## config.mk

```make
export PLATFORM = sky130hd
export DESIGN_NAME = cdb_broadcast_arbiter
export DESIGN_NICKNAME = d
export VERILOG_FILES = /design/src/rtl/cdb_broadcast_arbiter.sv
export SDC_FILE = /design/constraint.sdc
export NUM_CORES = 1
export LEC_CHECK = 0
export BUFFER_PORTS_ARGS = -buffer_cell sky130_fd_sc_hd__buf_2
export CAP_MARGIN = 5
export CORE_UTILIZATION = 30
export CTS_BUF_LIST = sky130_fd_sc_hd__clkbuf_4
export DETAILED_ROUTE_END_ITERATION = 10
export SYNTH_ARGS = -nofsm -noshare
export SYNTH_HDL_FRONTEND = slang
export SYNTH_SLANG_ARGS = --single-unit
```

## constraint.sdc

```tcl
create_clock -name i_clock -period 11.9 [get_ports i_clock]
set_input_delay 1.19 -clock i_clock [delete_from_list [all_inputs] [get_ports i_clock]]
set_output_delay 1.19 -clock i_clock [all_outputs]
set_load 0.02 [all_outputs]
```

## src/rtl/cdb_broadcast_arbiter.sv

```systemverilog
// cdb_broadcast_arbiter
//   Buffers one completed result per functional unit and broadcasts up to
//   N_CDB of them per cycle on registered common-data-bus lanes. These lanes
//   feed the register file write ports and the RS/ROB wakeup logic.
//
//   Optional feature macro: CDB_ROUND_ROBIN_EN
//     defined   -> rotating priority starting at rr_ptr
//     undefined -> fixed priority, FU0 highest
//
// Ports
//   i_clock       system clock, posedge
//   i_reset       asynchronous, active-high reset
//   i_squash      synchronous flush: empties every slot and every lane
//   i_fu_valid    per-FU result valid
//   i_fu_tag      per-FU destination physical tag (flat, FU i at [i*PR_W +: PR_W])
//   i_fu_data     per-FU result data (flat, FU i at [i*XLEN +: XLEN])
//   o_fu_ready    per-FU slot accepts this cycle (combinational, independent of valid)
//   o_cdb_valid   per-lane broadcast valid
//   o_cdb_tag     per-lane tag, ZERO_PR when idle
//   o_cdb_data    per-lane data, 0 when idle
module cdb_broadcast_arbiter #(
   parameter int N_FU  = 6,
   parameter int N_CDB = 3,
   parameter int PR_W  = 6,
   parameter int XLEN  = 32
) (
   input  logic                    i_clock,
   input  logic                    i_reset,
   input  logic                    i_squash,
   input  logic [N_FU-1:0]         i_fu_valid,
   input  logic [N_FU*PR_W-1:0]    i_fu_tag,
   input  logic [N_FU*XLEN-1:0]    i_fu_data,
   output logic [N_FU-1:0]         o_fu_ready,
   output logic [N_CDB-1:0]        o_cdb_valid,
   output logic [N_CDB*PR_W-1:0]   o_cdb_tag,
   output logic [N_CDB*XLEN-1:0]   o_cdb_data
);

   localparam int PTR_W  = (N_FU > 1) ? $clog2(N_FU) : 1;
   localparam int LANE_W = $clog2(N_CDB + 1);
   localparam logic [PR_W-1:0] ZERO_PR = '0;

   // Result slots, one per FU
   logic [N_FU-1:0]  r_occ;
   logic [PR_W-1:0]  r_tag  [N_FU];
   logic [XLEN-1:0]  r_data [N_FU];

   // Registered CDB lanes
   logic [N_CDB-1:0]      r_cdb_valid;
   logic [N_CDB*PR_W-1:0] r_cdb_tag;
   logic [N_CDB*XLEN-1:0] r_cdb_data;

   // Arbitration results
   logic [N_FU-1:0]   w_grant;
   logic [N_CDB-1:0]  w_lane_valid;
   logic [PR_W-1:0]   w_lane_tag  [N_CDB];
   logic [XLEN-1:0]   w_lane_data [N_CDB];
   logic [LANE_W-1:0] w_lane_cnt;
   logic [PTR_W:0]    w_sum;
   logic [PTR_W-1:0]  w_idx;
   logic [PTR_W-1:0]  w_base;

`ifdef CDB_ROUND_ROBIN_EN
   logic [PTR_W-1:0] r_rr_ptr;
   logic [PTR_W-1:0] w_next_ptr;
   logic             w_lane_any;
   assign w_base = r_rr_ptr;
`else
   assign w_base = '0;
`endif

   // Walk slots in priority order starting at w_base. Zero-tag slots are
   // drained without consuming a lane; others take lanes 0,1,.. in order.
   always_comb begin
      w_grant      = '0;
      w_lane_valid = '0;
      w_lane_cnt   = '0;
      w_sum        = '0;
      w_idx        = '0;
      for (int k = 0; k < N_CDB; k++) begin
         w_lane_tag[k]  = ZERO_PR;
         w_lane_data[k] = '0;
      end
`ifdef CDB_ROUND_ROBIN_EN
      w_next_ptr = r_rr_ptr;
      w_lane_any = 1'b0;
`endif
      for (int p = 0; p < N_FU; p++) begin
         w_sum = {1'b0, w_base} + (PTR_W+1)'(p);
         if (w_sum >= (PTR_W+1)'(N_FU)) begin
            w_sum = w_sum - (PTR_W+1)'(N_FU);
         end
         w_idx = w_sum[PTR_W-1:0];
         if (r_occ[w_idx]) begin
            if (r_tag[w_idx] == ZERO_PR) begin
               w_grant[w_idx] = 1'b1;
            end else if (w_lane_cnt < LANE_W'(N_CDB)) begin
               w_grant[w_idx]          = 1'b1;
               w_lane_valid[w_lane_cnt] = 1'b1;
               w_lane_tag[w_lane_cnt]   = r_tag[w_idx];
               w_lane_data[w_lane_cnt]  = r_data[w_idx];
               w_lane_cnt               = w_lane_cnt + 1'b1;
`ifdef CDB_ROUND_ROBIN_EN
               w_lane_any = 1'b1;
               w_next_ptr = (w_idx == PTR_W'(N_FU - 1)) ? '0 : w_idx + 1'b1;
`endif
            end
         end
      end
   end

   // A slot frees up when empty or drained this cycle; never during squash
   always_comb begin
      o_fu_ready = {N_FU{~i_squash}} & (~r_occ | w_grant);
   end

   always_ff @(posedge i_clock or posedge i_reset) begin
      if (i_reset) begin
         r_occ       <= '0;
         r_cdb_valid <= '0;
         r_cdb_tag   <= '0;
         r_cdb_data  <= '0;
         for (int i = 0; i < N_FU; i++) begin
            r_tag[i]  <= ZERO_PR;
            r_data[i] <= '0;
         end
      end else if (i_squash) begin
         r_occ       <= '0;
         r_cdb_valid <= '0;
         r_cdb_tag   <= '0;
         r_cdb_data  <= '0;
      end else begin
         r_cdb_valid <= w_lane_valid;
         for (int k = 0; k < N_CDB; k++) begin
            r_cdb_tag[k*PR_W +: PR_W]  <= w_lane_tag[k];
            r_cdb_data[k*XLEN +: XLEN] <= w_lane_data[k];
         end
         for (int i = 0; i < N_FU; i++) begin
            // A new write wins over the drain of the old entry
            if (i_fu_valid[i] && o_fu_ready[i]) begin
               r_occ[i]  <= 1'b1;
               r_tag[i]  <= i_fu_tag[i*PR_W +: PR_W];
               r_data[i] <= i_fu_data[i*XLEN +: XLEN];
            end else if (w_grant[i]) begin
               r_occ[i] <= 1'b0;
            end
         end
      end
   end

`ifdef CDB_ROUND_ROBIN_EN
   always_ff @(posedge i_clock or posedge i_reset) begin
      if (i_reset) begin
         r_rr_ptr <= '0;
      end else if (!i_squash && w_lane_any) begin
         r_rr_ptr <= w_next_ptr;
      end
   end
`endif

   assign o_cdb_valid = r_cdb_valid;
   assign o_cdb_tag   = r_cdb_tag;
   assign o_cdb_data  = r_cdb_data;

endmodule

```

==> metrics.sh, run 1 <==
SYN_NETS=1662
GLOBALROUTETOTALUTIL_PCT=22.6
REG2REGPATHDEPTH=13
COMMONEST_CELLS_AFTER_ROUTING_FILL_AND_TAPS_ASIDE='sky130_fd_sc_hd__buf_2, sky130_fd_sc_hd__dfrtp_1, sky130_fd_sc_hd__clkbuf_4'
SEQ_AREA_FRAC_SYNTH_PCT=53.7
ROUTED-VIA-COUNT=14400
TIMING_HOLD_VIOLATIONS_FINAL=0
NUM_ROWS=85
MAX-SLEW-MARGIN-REL_PCT=16.9
FIN_WS_PS=6140
MOSTFREQUENTLAYOUTCELL='sky130_fd_sc_hd__buf_2'
SYN-INSTANCE-COUNT=1423
TOTAL_LENGTH_OF_ROUTED_WIRES_UM=63400
POST_DRT_VIA_CELL_RATIO=5.62
YOSYSWARNINGCOUNT=0
SYN-CELL-AREA_MM2=0.0163
TOP_USAGE_LAYER='met2'
CTS_BUFFERS=99
WORSTPATHREQUIRED_PS=10710
AVGSYNTHCELLAREA_UM2=11.5
GRT_MAX_DEGREE=155
GRT_PASS1_VIAS=14500
TIMING.CLOCK.SKEW_PS=50.7
WORST_PIN_SLEW_PS=1250
H-TREE-DEPTH=3
FINAL_NETS=2020
TIMING.FINAL.MAX_SLEW_VIOLATIONS=0
ACHIEVABLE_CLOCK_FREQUENCY_GHz=0.174
ASYNCSETRESETFLOPFRACSYNTH_PCT=100
GRT_FIRST_PASS_WIRELENGTH_UM=93100
DRT_PRE_ANTENNA_ITERS=7
PLACEMENT.SETUP.WORST_SLACK_PS=6680
PEAK_SUPPLY_DROP_mV=0.0775
MAX_CAP_VIOLATIONS=0
CLOCK_PATH_BUFFERS=3
ANTENNA_FOUND_INITIAL=13
CRIT_PATH_CELL_TRACE='nor4_1, a21boi_4, buf_4, ha_1, inv_1, nor2_1, nor3_2, a211oi_2, nor3_4, buf_4, a21oi_2, buf_2'
GLOBALROUTEOVERFLOWTOTAL=0
FINALSETUPVIOLATIONS=0
CATEGORY_OF_THE_WORST_SETUP_PATH_CAPTURE_POINT='primary output'
DRT_DRC_VIOLATIONS_LEFT=0
WORST_SKEW_PAIR.LATE_LATENCY_PS=850
CLK_PIN_SLEW_WORST_PATHS_PS=60
CRIT-REG2REG-LAUNCH='r_tag[34]'
POST_CTS_RESIZE_COUNT=0
DIE-WIDTH_UM=235
CLOCKROOTBUFFER='sky130_fd_sc_hd__clkbuf_4'
CTSHOLDBUFFERS=0
CTS.SINKS=351
WORST_HOLD_SLACK_PS=490
LAYOUTNONFILLERINSTCOUNT=2554
LAYOUT-DRIVE-GT1-SHARE_PCT=38.1
YS_TOP_CELLS_BY_AREA='sky130_fd_sc_hd__dfrtp_1, sky130_fd_sc_hd__mux2_2, sky130_fd_sc_hd__mux2_1'
SETUP.REG_TO_REG.WORST_SLACK_PS=6570
TIMING.HOLD.WORST.CLASS='input port to asynchronous set/reset pin'
DETAIL_ROUTE.ITER0.VIOLATIONS=1667
FINAL_ANTENNA_NET_COUNT=0
SYNTH.DISTINCT_CELLS=55
DESIGN.DIE.AREA_MM2=0.0554
POSTCTSSETUPBUFFERS=0
WORST_FLOP_TO_FLOP_PATH_ENDPOINT='o_cdb_data[38]'
STATUS='finished, final reports clean'
POWER.DENSITY_CELL_AREA_mW_PER_MM2=158
POST-SYNTH-TOP-AREA-FRACTION_PCT=53.7
AREA_DELTA_SYNTH_FINAL_PCT=22.1
CPMOSTUSEDCELL='sky130_fd_sc_hd__buf_4'
CRITICALPATHCATEGORY='flip-flop to primary output'
LEAKAGE_COMPONENT_OF_THE_POWER_nW=9.03
FINAL.SETUP.TNS_PS=0
GRT_UTIL_MET3_PCT=5.56
INITIAL_UTIL_PCT=30.4
DETAILEDPLACEMENTHPWL_UM=39900
DPL.CELL_COUNT=2376
CP_MAX_STAGE_DELAY_PS=620
PORT-BUFFER-COUNT=359
CRIT_FANOUT=44
CP_DATA_ARRIVAL_TIME_PS=4570
GRT_SETUP_UNREPAIRED='no'
WORST_SETUP_PATH_START_KIND='flip-flop'
ROUTABILITYCONGESTION=0.847
SYNTH_EDF_COUNT=0
LAYOUT_WORST_PATH_CYCLE_SHARE_PCT=48.4
DIE_H_UM=235
CRIT_PATH_TOP_DELAY_CELL='sky130_fd_sc_hd__nor4_1'
COREAREA_MM2=0.0538
MET2_TRACK_DEMAND_OVER_RESOURCE_IN_GLOBAL_ROUTING_PCT=35.2
CLOCK_TREE_FROM_TRITONCTS='yes'
SYNTH_FF_TYPE='sky130_fd_sc_hd__dfrtp_1'
FIN_CRIT_PS=5760
POSTSYNTHREGISTERBITS=351
IO-PIN-COUNT=360
WIRE_PER_INST_UM=24.8
SYNTH_TOP_CELL_BY_AREA='sky130_fd_sc_hd__dfrtp_1'
GR-USAGE-MET1_PCT=29.7
[power by group]
group / internal [mW] / switching, mW / leakage (nW) / total (mW)
combinational: 0.232 / 0.323 / 3.97 / 0.555
clock: 0.554 / 0.532 / 0.730 / 1.09
sequential: 1.35 / 0.152 / 4.34 / 1.50
[worst max-delay path, delay by kind of cell (launching register included)]
family | cells | cell delay [ps]
AND/OR/NAND/NOR | 4 | 990
AO/OA/AOI/OAI | 3 | 780
buffers and inverters | 4 | 1030
adder cells (fa/ha/maj) | 1 | 540
flip-flops | 1 | 400
[metrics by stage]
step | utilization (%) | cell area, um^2 | power [mW]
2_1_floorplan | - | 16300 | 1.83
3_3_place_gp | 34.8 | 18700 | 2.06
3_5_place_dp | 34.8 | 18700 | 2.07
4_1_cts | 37.1 | 19900 | 3.18
5_1_grt | 37.1 | 20000 | 3.31
6_report | 37.1 | 20000 | 3.14
[routing by layer]
layer	vias to the layer above	routed length [um]
li1	6149	-
met1	7134	26500
met2	897	29200
met3	170	5440
met4	12	2090
met5	-	83
[cell type report]
class | instances | area, um^2
repair buffers | 384 | 2000
well taps | 696 | 871
diodes | 7 | 17.5
multi-input cells | 939 | 7060
clock inverters | 26 | 106
flip-flops and latches | 351 | 8780
fillers | 5340 | 33900
inverters | 6 | 30.0
clock buffers | 145 | 1090
[worst max-delay path by stage]
stage	cells after the start	to	start	slack, ps
6_report	12	o_fu_ready[4]	r_tag[34]	6140
5_1_grt	12	o_fu_ready[4]	r_tag[34]	5880
4_1_cts	12	o_fu_ready[4]	r_tag[34]	6180
3_5_place_dp	13	o_cdb_data[38]	r_tag[35]	6680
3_3_place_gp	13	o_cdb_data[56]	r_tag[35]	6900
2_1_floorplan	1	o_cdb_data[0]	i_reset	970
[cell usage after synthesis, types with 2 or more instances]
cell                        number
sky130_fd_sc_hd__mux2_1         96
sky130_fd_sc_hd__o21a_1          2
sky130_fd_sc_hd__buf_4           3
sky130_fd_sc_hd__nor3_2          2
sky130_fd_sc_hd__mux2_4         20
sky130_fd_sc_hd__nand4_1         7
sky130_fd_sc_hd__nor2_1         94
sky130_fd_sc_hd__nand3_1         6
sky130_fd_sc_hd__o31a_1          3
sky130_fd_sc_hd__o2bb2ai_1      35
sky130_fd_sc_hd__buf_6           8
sky130_fd_sc_hd__nor3_1          9
sky130_fd_sc_hd__clkbuf_1       75
sky130_fd_sc_hd__buf_1          11
sky130_fd_sc_hd__o21ai_1        37
sky130_fd_sc_hd__and3_1          8
sky130_fd_sc_hd__nor4_1          2
sky130_fd_sc_hd__o21ai_0        37
sky130_fd_sc_hd__ha_1            2
sky130_fd_sc_hd__nand2_1       113
sky130_fd_sc_hd__or3_1           2
sky130_fd_sc_hd__and2_1          2
sky130_fd_sc_hd__inv_1           6
sky130_fd_sc_hd__a211oi_1       45
sky130_fd_sc_hd__xnor2_1         2
sky130_fd_sc_hd__nand2b_1        2
sky130_fd_sc_hd__a22oi_1        66
sky130_fd_sc_hd__o31ai_4         2
sky130_fd_sc_hd__buf_2          30
sky130_fd_sc_hd__or4_1           3
sky130_fd_sc_hd__a221oi_1       32
sky130_fd_sc_hd__mux2_2        113
sky130_fd_sc_hd__o211a_1         2
sky130_fd_sc_hd__dfrtp_1       351
sky130_fd_sc_hd__a222oi_1       42
sky130_fd_sc_hd__nor2b_1         3
sky130_fd_sc_hd__o22ai_1        39
sky130_fd_sc_hd__a211oi_2        2
sky130_fd_sc_hd__a21oi_1        93
[cells by family (layout without fill, tap and decap cells)]
kind of cell               Yosys count  in the layout  share of synthesized area (%)
adders and majority gates            2              2                          0.153
muxes                              230            230                           16.3
other                                0              7                              0
and+or+nand+nor                    258            258                           6.77
AOI/OAI and AO/OA                  447            447                           19.2
DFF                                351            351                           53.7
xor gates and xnor gates             2              2                          0.107
buffers and inverters              133            561                           3.72
[flip-flops by register name, indices dropped and copies added, names as in the netlist]
| name | count |
|---|---|
| r_occ | 6 |
| o_cdb_tag | 18 |
| o_cdb_data | 96 |
| r_tag | 36 |
| o_cdb_valid | 3 |
| r_data | 192 |
No activity file was read; power rests on OpenSTA's default activity.
==> inputs of run 2 (changes only) <==
==> constraint.sdc (replaced) <==
create_clock -name i_clock -period 4.7 [get_ports i_clock]
set_input_delay 0.47 -clock i_clock [delete_from_list [all_inputs] [get_ports i_clock]]
set_output_delay 0.47 -clock i_clock [all_outputs]
set_load 0.02 [all_outputs]
==> metrics.sh, run 2 (synthesis gave the netlist of run 1 again) <==
STATUS='finished, final reports clean'
TOTAL_LENGTH_OF_ROUTED_WIRES_UM=66400  # +4.8%
POST_CTS_RESIZE_COUNT=0  # unchanged
LEAKAGE_COMPONENT_OF_THE_POWER_nW=10.1  # +12%
GRT_MAX_DEGREE=154  # -0.65%
PORT-BUFFER-COUNT=359  # unchanged
CLOCK_PATH_BUFFERS=3  # unchanged
TOP_SIGNAL_LAYER_USED='met5'
LAYOUT-DRIVE-GT1-SHARE_PCT=33.8  # -4.3 points
CRITICAL_PATH.TOP_DELAY_FAMILY='simple AND/OR/NAND/NOR gates'
GRT_FIRST_PASS_WIRELENGTH_UM=99000  # +6.3%
ACHIEVABLE_CLOCK_FREQUENCY_GHz=0.231
TIMING.HOLD.WORST.CLASS='input port to flip-flop'
POST_DRT_VIA_CELL_RATIO=5.41  # -3.7%
CRIT_FANOUT=8  # -82%
MET2_WIRELENGTH_UM=31300  # +7.0%
LAYOUT_WORST_PATH_CYCLE_SHARE_PCT=92.1
PEAK_SUPPLY_DROP_mV=0.188  # +140%
CTS.SINKS=351  # unchanged
FINAL_NETS=2268  # +12%
DESIGN.DIE.AREA_MM2=0.0554  # unchanged
DETAIL_ROUTE.ITER0.VIOLATIONS=1311  # -21%
DRT_PRE_ANTENNA_ITERS=8  # +1
WORST_PIN_SLEW_PS=1010  # -233 ps
ANTENNA_FOUND_INITIAL=7  # -6
WORST_HOLD_SLACK_PS=95.0  # -396 ps
WORST_SKEW_PAIR.LATE_LATENCY_PS=870  # +20 ps
FIN_CRIT_PS=4330
DETAILEDPLACEMENTHPWL_UM=41500  # +3.9%
AREA_DELTA_SYNTH_FINAL_PCT=37.7
CRIT_PATH_TOP_DELAY_CELL='sky130_fd_sc_hd__nor4_1'
CRITPATHLAUNCH='r_tag[35]'
MAX-SLEW-MARGIN-REL_PCT=32.4  # +16 points
CP_DATA_ARRIVAL_TIME_PS=3860  # -710 ps
CLOCKROOTBUFFER='sky130_fd_sc_hd__clkbuf_4'
TOP_REGISTER_BY_NUMBER_OF_FLIP_FLOPS='r_data'
MOSTFREQUENTLAYOUTCELL='sky130_fd_sc_hd__buf_2'
CLOCK_POWER_SHARE_PCT=34.0  # -0.5 points
FIN_WS_PS=370  # -5770 ps
LARGEST_REGISTER_FFS=192  # unchanged
TIMING_HOLD_VIOLATIONS_FINAL=0  # unchanged
DETAILROUTE.WIRELENGTH.MET3_UM=5290  # -2.7%
CP_MAX_STAGE_DELAY_PS=610  # about the same
TIMING.CLOCK.SKEW_PS=68.7  # +18.1 ps
COMMONEST_CELLS_AFTER_ROUTING_FILL_AND_TAPS_ASIDE='sky130_fd_sc_hd__buf_2, sky130_fd_sc_hd__dfrtp_1, sky130_fd_sc_hd__dlygate4sd3_1'
CATEGORY_OF_THE_WORST_SETUP_PATH_CAPTURE_POINT='primary output'
WORST_SETUP_PATH_START_KIND='flip-flop'
PLACEMENT.SETUP.WORST_SLACK_PS=680  # -6000 ps
INITIAL_UTIL_PCT=30.4  # unchanged
FINALSETUPVIOLATIONS=0  # unchanged
GLOBALROUTEOVERFLOWTOTAL=0  # unchanged
WIRE_PER_INST_UM=23.7  # -4.3%
CRIT_BUF_INV=2  # -2
FINAL_ANTENNA_NET_COUNT=0  # unchanged
CLOCK_TREE_FROM_TRITONCTS='yes'
POWER.DENSITY_CELL_AREA_mW_PER_MM2=363  # +130%
DIE-WIDTH_UM=235  # unchanged
MAX_CAP_VIOLATIONS=0  # unchanged
DIE_H_UM=235  # unchanged
NUM_ROWS=85  # unchanged
P_SEQ_SHARE_PCT=46.6  # -1.2 points
GRT_PASS1_VIAS=15800  # +9.1%
COREAREA_MM2=0.0538  # unchanged
ROUTABILITYCONGESTION=0.857  # +1.3%
POWER_SWITCHING_mW=2.58  # +160%
DRT_DRC_VIOLATIONS_LEFT=0  # unchanged
GRT_SETUP_UNREPAIRED='no'
TIMING.FINAL.MAX_SLEW_VIOLATIONS=0  # unchanged
SHARE_COMB_OF_TOTAL_POWER_PCT=19.4  # +1.7 points
CTS_BUFFERS=98  # -1.0%
CRIT_PATH_CELL_TRACE='nor4_1, a21boi_4, ha_1, inv_1, nor2_1, nor3_2, a211oi_2, o21ai_1, a31oi_2, buf_2'
GLOBALROUTETOTALUTIL_PCT=23.9  # +1.3 points
CLK_PIN_SLEW_WORST_PATHS_PS=50  # about the same
CRITICALPATHCATEGORY='flip-flop to primary output'
H-TREE-DEPTH=3  # unchanged
IO-PIN-COUNT=360  # unchanged
P_SW_SHARE_PCT=31.6  # -0.39 points
HOLD_PATH.STARTPOINT='i_fu_valid[0]'
CRIT-REG2REG-LAUNCH='r_tag[35]'
ROUTED-VIA-COUNT=15100  # +5.4%
WORSTPATHREQUIRED_PS=4230  # -6480 ps
ROUTEDLENGTHMET1_UM=27800  # +4.9%
POWER.INTERNAL_mW=5.59  # +160%
## run 2: layer usage
layer  up-vias  global-route usage (%)
li1       6646                       -
met1      7445                    30.6
met2       899                    38.6
met3       144                    5.44
met4         6                    10.2
met5         -                       0
## run 2: power by group through the flow
stage / clock (mW) / combinational [mW] / sequential (mW)
global route: 3.02 / 1.71 / 3.85
detailed placement: 0 / 1.42 / 3.85
CTS: 2.87 / 1.58 / 3.79
floorplan: 0 / 0.803 / 3.83
finish: 2.77 / 1.59 / 3.81
global placement: 0 / 1.40 / 3.84
## run 2: area by class of cell
cell class,count,area [um^2]
antenna,3,7.51
clock buffer,128,961
clock inverter,40,244
fill,5065,31300
inverter,6,26.3
multi-input combinational,939,7060
sequential,351,8780
tap,696,871
timing repair buffer,633,4550
## run 2: worst reg2reg max path: stages (launching register included)
cell	delay, ps
sky130_fd_sc_hd__dfrtp_1	400
sky130_fd_sc_hd__nor4_1	610
sky130_fd_sc_hd__a21boi_4	120
sky130_fd_sc_hd__ha_1	410
sky130_fd_sc_hd__inv_1	150
sky130_fd_sc_hd__nor2_1	100
sky130_fd_sc_hd__or3_1	360
sky130_fd_sc_hd__o211a_1	190
sky130_fd_sc_hd__nor3_4	240
sky130_fd_sc_hd__buf_4	510
sky130_fd_sc_hd__and2_2	340
sky130_fd_sc_hd__buf_4	340
sky130_fd_sc_hd__a21oi_1	130
sky130_fd_sc_hd__a21oi_1	160
## run 2: repair_timing
action | CTS | global route
hold buffers | 234 | 0
endpoints found under the hold margin | 591 | 0
setup buffers | 0 | 0
## run 2: worst paths after layout
path | endpoint | slack [ps] | cells past startpoint
setup / recovery | o_fu_ready[5] | 370 | 10
hold / removal | r_occ[0] | 90 | 2
setup reg to reg | o_cdb_data[56] | 600 | 13
hold reg to reg | r_data[188] | 510 | 1
max in group asynchronous | o_cdb_data[22] | 3490 | 4
min in group asynchronous | o_cdb_tag[11] | 370 | 4
## run 2: metrics by stage
step | total power, mW | cell area [um^2] | std cells | TNS [ps] | util (%)
6_report | 8.17 | 22500 | 2796 | 0 | 41.8
5_1_grt | 8.58 | 22500 | 2795 | 0 | 41.8
4_1_cts | 8.24 | 22500 | 2793 | 0 | 41.8
3_5_place_dp | 5.27 | 19000 | 2391 | 0 | 35.2
3_3_place_gp | 5.24 | 19000 | 2391 | 0 | 35.2
2_1_floorplan | 4.64 | 16400 | 1423 | -165110 | -
